**config.mk**
```make
export PLATFORM = sky130hd
export DESIGN_NAME = uart_rx_ctrl
export DESIGN_NICKNAME = d
export VERILOG_FILES = /design/src/rtl/uart_rx_ctrl.sv
export SDC_FILE = /design/constraint.sdc
export NUM_CORES = 1
export LEC_CHECK = 0
export CAP_MARGIN = 20
export CORE_ASPECT_RATIO = 1.75
export CORE_MARGIN = 3
export CORE_UTILIZATION = 40
export CTS_CLUSTER_DIAMETER = 40
export DETAILED_ROUTE_END_ITERATION = 8
export SYNTH_ARGS = -nofsm -noshare
export SYNTH_HDL_FRONTEND = slang
export SYNTH_SLANG_ARGS = --single-unit
```
**constraint.sdc**
```tcl
create_clock -name clk -period 2.3 [get_ports clk]
set_input_delay 0.345 -clock clk [delete_from_list [all_inputs] [get_ports clk]]
set_output_delay 0.345 -clock clk [all_outputs]
set_load 0.05 [all_outputs]
```
**src/rtl/uart_rx_ctrl.sv**
```systemverilog
// rtl/uart_rx_ctrl.sv - UART receive frame sequencer: start detect, edge/bit counters, checker strobes
module uart_rx_ctrl #(
    parameter int DATA_WIDTH = 8,
    parameter int PRESCALE_W = 6
) (
    input  logic                  clk,
    input  logic                  reset_n,
    input  logic                  rx_in,
    input  logic                  par_en_in,
    input  logic [PRESCALE_W-1:0] prescale_in,
    input  logic                  strt_glitch_in,
    input  logic                  par_err_in,
    input  logic                  stp_err_in,
    output logic [PRESCALE_W-1:0] edge_cnt_out,
    output logic [3:0]            bit_cnt_out,
    output logic                  dat_samp_en_out,
    output logic                  strt_chk_en_out,
    output logic                  deser_en_out,
    output logic                  par_chk_en_out,
    output logic                  stp_chk_en_out,
    output logic                  data_valid_out,
    output logic                  frame_err_out
);

    localparam logic [2:0] S_IDLE   = 3'd0;
    localparam logic [2:0] S_START  = 3'd1;
    localparam logic [2:0] S_DATA   = 3'd2;
    localparam logic [2:0] S_PARITY = 3'd3;
    localparam logic [2:0] S_STOP   = 3'd4;
    localparam logic [2:0] S_DONE   = 3'd5;

    logic [2:0]            state_q, state_d;
    logic [PRESCALE_W-1:0] edge_q, edge_d;
    logic [3:0]            bit_q, bit_d;
    logic [PRESCALE_W-1:0] last_q, chk_q;
    logic                  par_en_q;
    logic                  par_err_q, stp_err_q;
    logic                  latch_cfg;

    // Effective prescale: forced even, floored at 8.
    logic [PRESCALE_W-1:0] p_even, p_eff;
    assign p_even = prescale_in & ~PRESCALE_W'(1);
    assign p_eff  = (p_even < PRESCALE_W'(8)) ? PRESCALE_W'(8) : p_even;

    logic at_chk, at_last;
    assign at_chk  = (edge_q == chk_q);
    assign at_last = (edge_q == last_q);

    always_comb begin
        state_d   = state_q;
        edge_d    = edge_q;
        bit_d     = bit_q;
        latch_cfg = 1'b0;
        if (at_last) begin
            edge_d = '0;
            bit_d  = bit_q + 4'd1;
        end else begin
            edge_d = edge_q + PRESCALE_W'(1);
        end
        case (state_q)
            S_IDLE, S_DONE: begin
                edge_d  = '0;
                bit_d   = '0;
                state_d = S_IDLE;
                if (!rx_in) begin
                    state_d   = S_START;
                    latch_cfg = 1'b1;
                end
            end
            S_START: begin
                if (at_chk && strt_glitch_in) begin
                    state_d = S_IDLE;
                    edge_d  = '0;
                    bit_d   = '0;
                end else if (at_last) begin
                    state_d = S_DATA;
                end
            end
            S_DATA: begin
                if (at_last && (bit_q == 4'(DATA_WIDTH)))
                    state_d = par_en_q ? S_PARITY : S_STOP;
            end
            S_PARITY: begin
                if (at_last)
                    state_d = S_STOP;
            end
            S_STOP: begin
                // Leave mid stop bit so a following start edge is not missed.
                if (at_chk) begin
                    state_d = S_DONE;
                    edge_d  = '0;
                    bit_d   = '0;
                end
            end
            default: begin
                state_d = S_IDLE;
                edge_d  = '0;
                bit_d   = '0;
            end
        endcase
    end

    always_ff @(posedge clk or negedge reset_n) begin
        if (!reset_n) begin
            state_q   <= S_IDLE;
            edge_q    <= '0;
            bit_q     <= '0;
            last_q    <= PRESCALE_W'(7);
            chk_q     <= PRESCALE_W'(6);
            par_en_q  <= 1'b0;
            par_err_q <= 1'b0;
            stp_err_q <= 1'b0;
        end else begin
            state_q <= state_d;
            edge_q  <= edge_d;
            bit_q   <= bit_d;
            if (latch_cfg) begin
                last_q   <= p_eff - PRESCALE_W'(1);
                chk_q    <= (p_eff >> 1) + PRESCALE_W'(2);
                par_en_q <= par_en_in;
            end
            if (state_q == S_DONE) begin
                par_err_q <= 1'b0;
                stp_err_q <= 1'b0;
            end else begin
                if (par_chk_en_out)
                    par_err_q <= par_err_in;
                if (stp_chk_en_out)
                    stp_err_q <= stp_err_in;
            end
        end
    end

    assign edge_cnt_out    = edge_q;
    assign bit_cnt_out     = bit_q;
    assign dat_samp_en_out = (state_q == S_START) || (state_q == S_DATA) ||
                             (state_q == S_PARITY) || (state_q == S_STOP);
    assign strt_chk_en_out = (state_q == S_START) && at_chk;
    assign deser_en_out    = (state_q == S_DATA) && at_chk;
    assign par_chk_en_out  = (state_q == S_PARITY) && at_chk;
    assign stp_chk_en_out  = (state_q == S_STOP) && at_chk;
    assign data_valid_out  = (state_q == S_DONE) && !(par_err_q || stp_err_q);
    assign frame_err_out   = (state_q == S_DONE) && (par_err_q || stp_err_q);

endmodule

```
==> reports/qor.txt <==
RR Endpoint -> state_q[0]
Int Pwr -> 1.39 mW
Final ANT Viol Nets -> 0
Clock power frac -> 10.7%
Slew headroom -> 66.5%
drt initial violations -> 20
htree depth -> 1
DIE AREA -> 4820 µm²
clk sinks -> 27
run status -> finished clean
vias in the first global route -> 1398
sw power -> 1.14 mW
first-pass GRT wire length -> 6.15 mm
clock latency at the later pin of the worst-skew pair -> 0.28 ns
Req. time, crit path -> 1.96 ns
crit path to -> par_chk_en_out
placed insts -> 248
Cells after Synth -> 175
Synth area leader -> dfrtp_1
hold crit path type -> input pin to async pin
final instance area -> 2150 µm²
most common library cells after synthesis -> 23 x dfrtp_1, 21 x nand2_1, 17 x nor2_1
final hold vios -> 0
root buffer cell -> clkbuf_8
MaxCap Viol Count -> 0
Via density -> 5.05
DRC viols -> 0
Avg WL per Cell -> 14.0 µm
worst slew pin tran -> 0.501 ns
Reg2Reg Depth -> 6
ant diodes -> 0
GRT Total Usage -> 17.3%
CP Launch Point -> edge_cnt_out[5]
total gr overflow -> 0
VDD IR max -> 0.702 mV
Max Fclk -> 449 MHz
Pleak -> 0.922 nW
Crit Path Class -> flip-flop to output port
most frequent cell after synthesis -> dfrtp_1
area delta synth->final -> 34.6%
# setup viols final -> 0
asr flop ratio synth -> 100%
largest net degree at the start of global routing -> 28
Post-synth EDFFs -> 0
Core Area -> 3740 µm²
power density cells -> 1180 nW/µm²
Yosys reg bits -> 27
WHS -> 0.429 ns
Placer Congestion -> 0.740
sw frac -> 45.1%
Critical Path End Type -> output port
final cycle utilization of the critical path -> 96.8%
die width -> 53.8 µm
Final min period -> 2.23 ns
Arrival @ worst endpoint -> 1.88 ns
die height -> 89.6 µm
combinational power share -> 54.8%
Synth warnings -> 0
share of the synthesized area in the top cell type -> 36.1%
PnR worst setup slack -> 0.0726 ns
worst slack at placement -> 0.130 ns
Reg power frac -> 34.5%
clock skew -> 0.0109 ns
Max FO, Critical Path -> 5
reg2reg setup slack -> 0.19 ns
Total Nets Final -> 236
fin cells -> 261
Placed Area -> 2030 µm²
Critical Path Source Type -> flip-flop
initial core utilization -> 42.7%
Max clock buf depth -> 2
sequential fraction of the synthesis area -> 42.6%
Syn Area/Cell -> 9.12 µm²
synth top area cells -> dfrtp_1 36%, dfstp_2 6.6%, xnor2_1 6.6%
r2r startpoint -> edge_cnt_out[5]
row cnt -> 29
I/O pins -> 30
unrepaired setup endpoints after global routing -> yes
Max Slew Vio Count -> 0
post-detail-place hpwl -> 2.90 mm
IO buf count -> 28
ys flop type -> dfrtp_1
Vias -> 1317
TritonCTS clock tree -> done
initial antenna violation count -> 0
Synth Net Count -> 195
CTS clock-pin slew for the worst setup and hold paths -> 0.10 ns
Netlist cell types -> 39
share of layout cells above drive strength 1 -> 23.7%
final wirelength -> 3.65 mm
DR pass1 iterations -> 4
CTS buffer count -> 3
Post-Syn Area -> 1600 µm²
-- flip-flops by register name, summed over array words and instances (netlist names) --
name          cells
par_err_q         1
par_en_q          1
bit_cnt_out       4
chk_q             6
last_q            5
stp_err_q         1
state_q           3
edge_cnt_out      6
-- layout make-up --
type / instances / area [µm²]
timing repair buffer: 43 / 425
fill: 347 / 1590
clock buffer: 3 / 41.3
sequential: 27 / 686
inverter: 11 / 41.3
tap: 46 / 57.6
multi-input combinational: 130 / 892
clock inverter: 1 / 5.00
-- placed cells by master, fill, tap and decap left out, drive strengths merged, types with 3 or more instances in the layout --
master	count
a21oi	5
buf	22
clkbuf	3
clkdlybuf4s50	21
dfrtp	23
dfstp	4
ha	7
inv	11
mux2	4
nand2	21
nand2b	3
nand3	9
nor2	17
nor3	8
o21ai	11
xnor2	12
xor2	10
-- worst max-delay path, stage by stage, from the launching register on --
cell	delay, ns
dfrtp_2	0.45
xor2_1	0.19
nor4_4	0.32
nand2_2	0.17
nor4_4	0.29
buf_12	0.18
-- cells by family (layout without fill, tap and decap cells) --
logic type                 count (synthesis)  after routing  share of synthesized area (%)
and+or+nand+nor                           70             70                           21.2
DFF                                       27             27                           42.6
AOI/OAI and AO/OA                         26             26                           10.5
xor gates and xnor gates                  22             22                           12.1
buffers and inverters                     18             58                           4.39
adders and majority gates                  7              7                           5.49
muxes                                      5              5                           3.68
-- how the worst min path moves through the flow --
| stage | slack (ns) | depth (start not counted) | endpoint | start |
|---|---|---|---|---|
| after floorplan | 0.05 | 0 | bit_cnt_out[0] | reset_n |
| after global placement | 0.48 | 2 | chk_q[0] | chk_q[0] |
| after detailed placement | 0.48 | 2 | chk_q[1] | chk_q[1] |
| after CTS | 0.45 | 2 | bit_cnt_out[1] | reset_n |
| after global routing | 0.45 | 2 | bit_cnt_out[2] | reset_n |
| final | 0.43 | 2 | stp_err_q | reset_n |
-- metrics by stage --
step | utilization [%] | TNS (ns) | total power, mW
final | 57.5 | 0 | 2.53
after global routing | 57.5 | -0.0409 | 2.71
after CTS | 56.1 | 0 | 2.52
after detailed placement | 54.2 | 0 | 2.19
after global placement | 54.2 | 0 | 2.15
after floorplan | - | -0.0126 | 1.81
-- metal layers --
metal	share of wire, %	wire (µm)	GRT usage [%]
met1	36	1320	16.6
met2	58	2140	34.4
met3	3.2	117	2.31
met4	2.2	80	7.21
met5	0	0	0
-- what timing repair did --
| item | 4_1_cts | 5_1_grt |
|---|---|---|
| setup endpoints to repair | 2 | 4 |
| cloned | 0 | 0 |
| gates resized for setup | 1 | 1 |
| buffers inserted | 3 | 6 |
| hold buffers | 0 | 0 |
| pin swaps | 1 | 1 |
-- power by group through the flow --
stage / Combinational [mW] / Sequential (mW) / Clock, mW
after global routing: 1.52 / 0.895 / 0.295
after floorplan: 0.905 / 0.901 / 0
after global placement: 1.28 / 0.878 / 0
final: 1.39 / 0.872 / 0.270
after detailed placement: 1.30 / 0.887 / 0
after CTS: 1.36 / 0.878 / 0.277
Power figures use the tool's default switching activity.
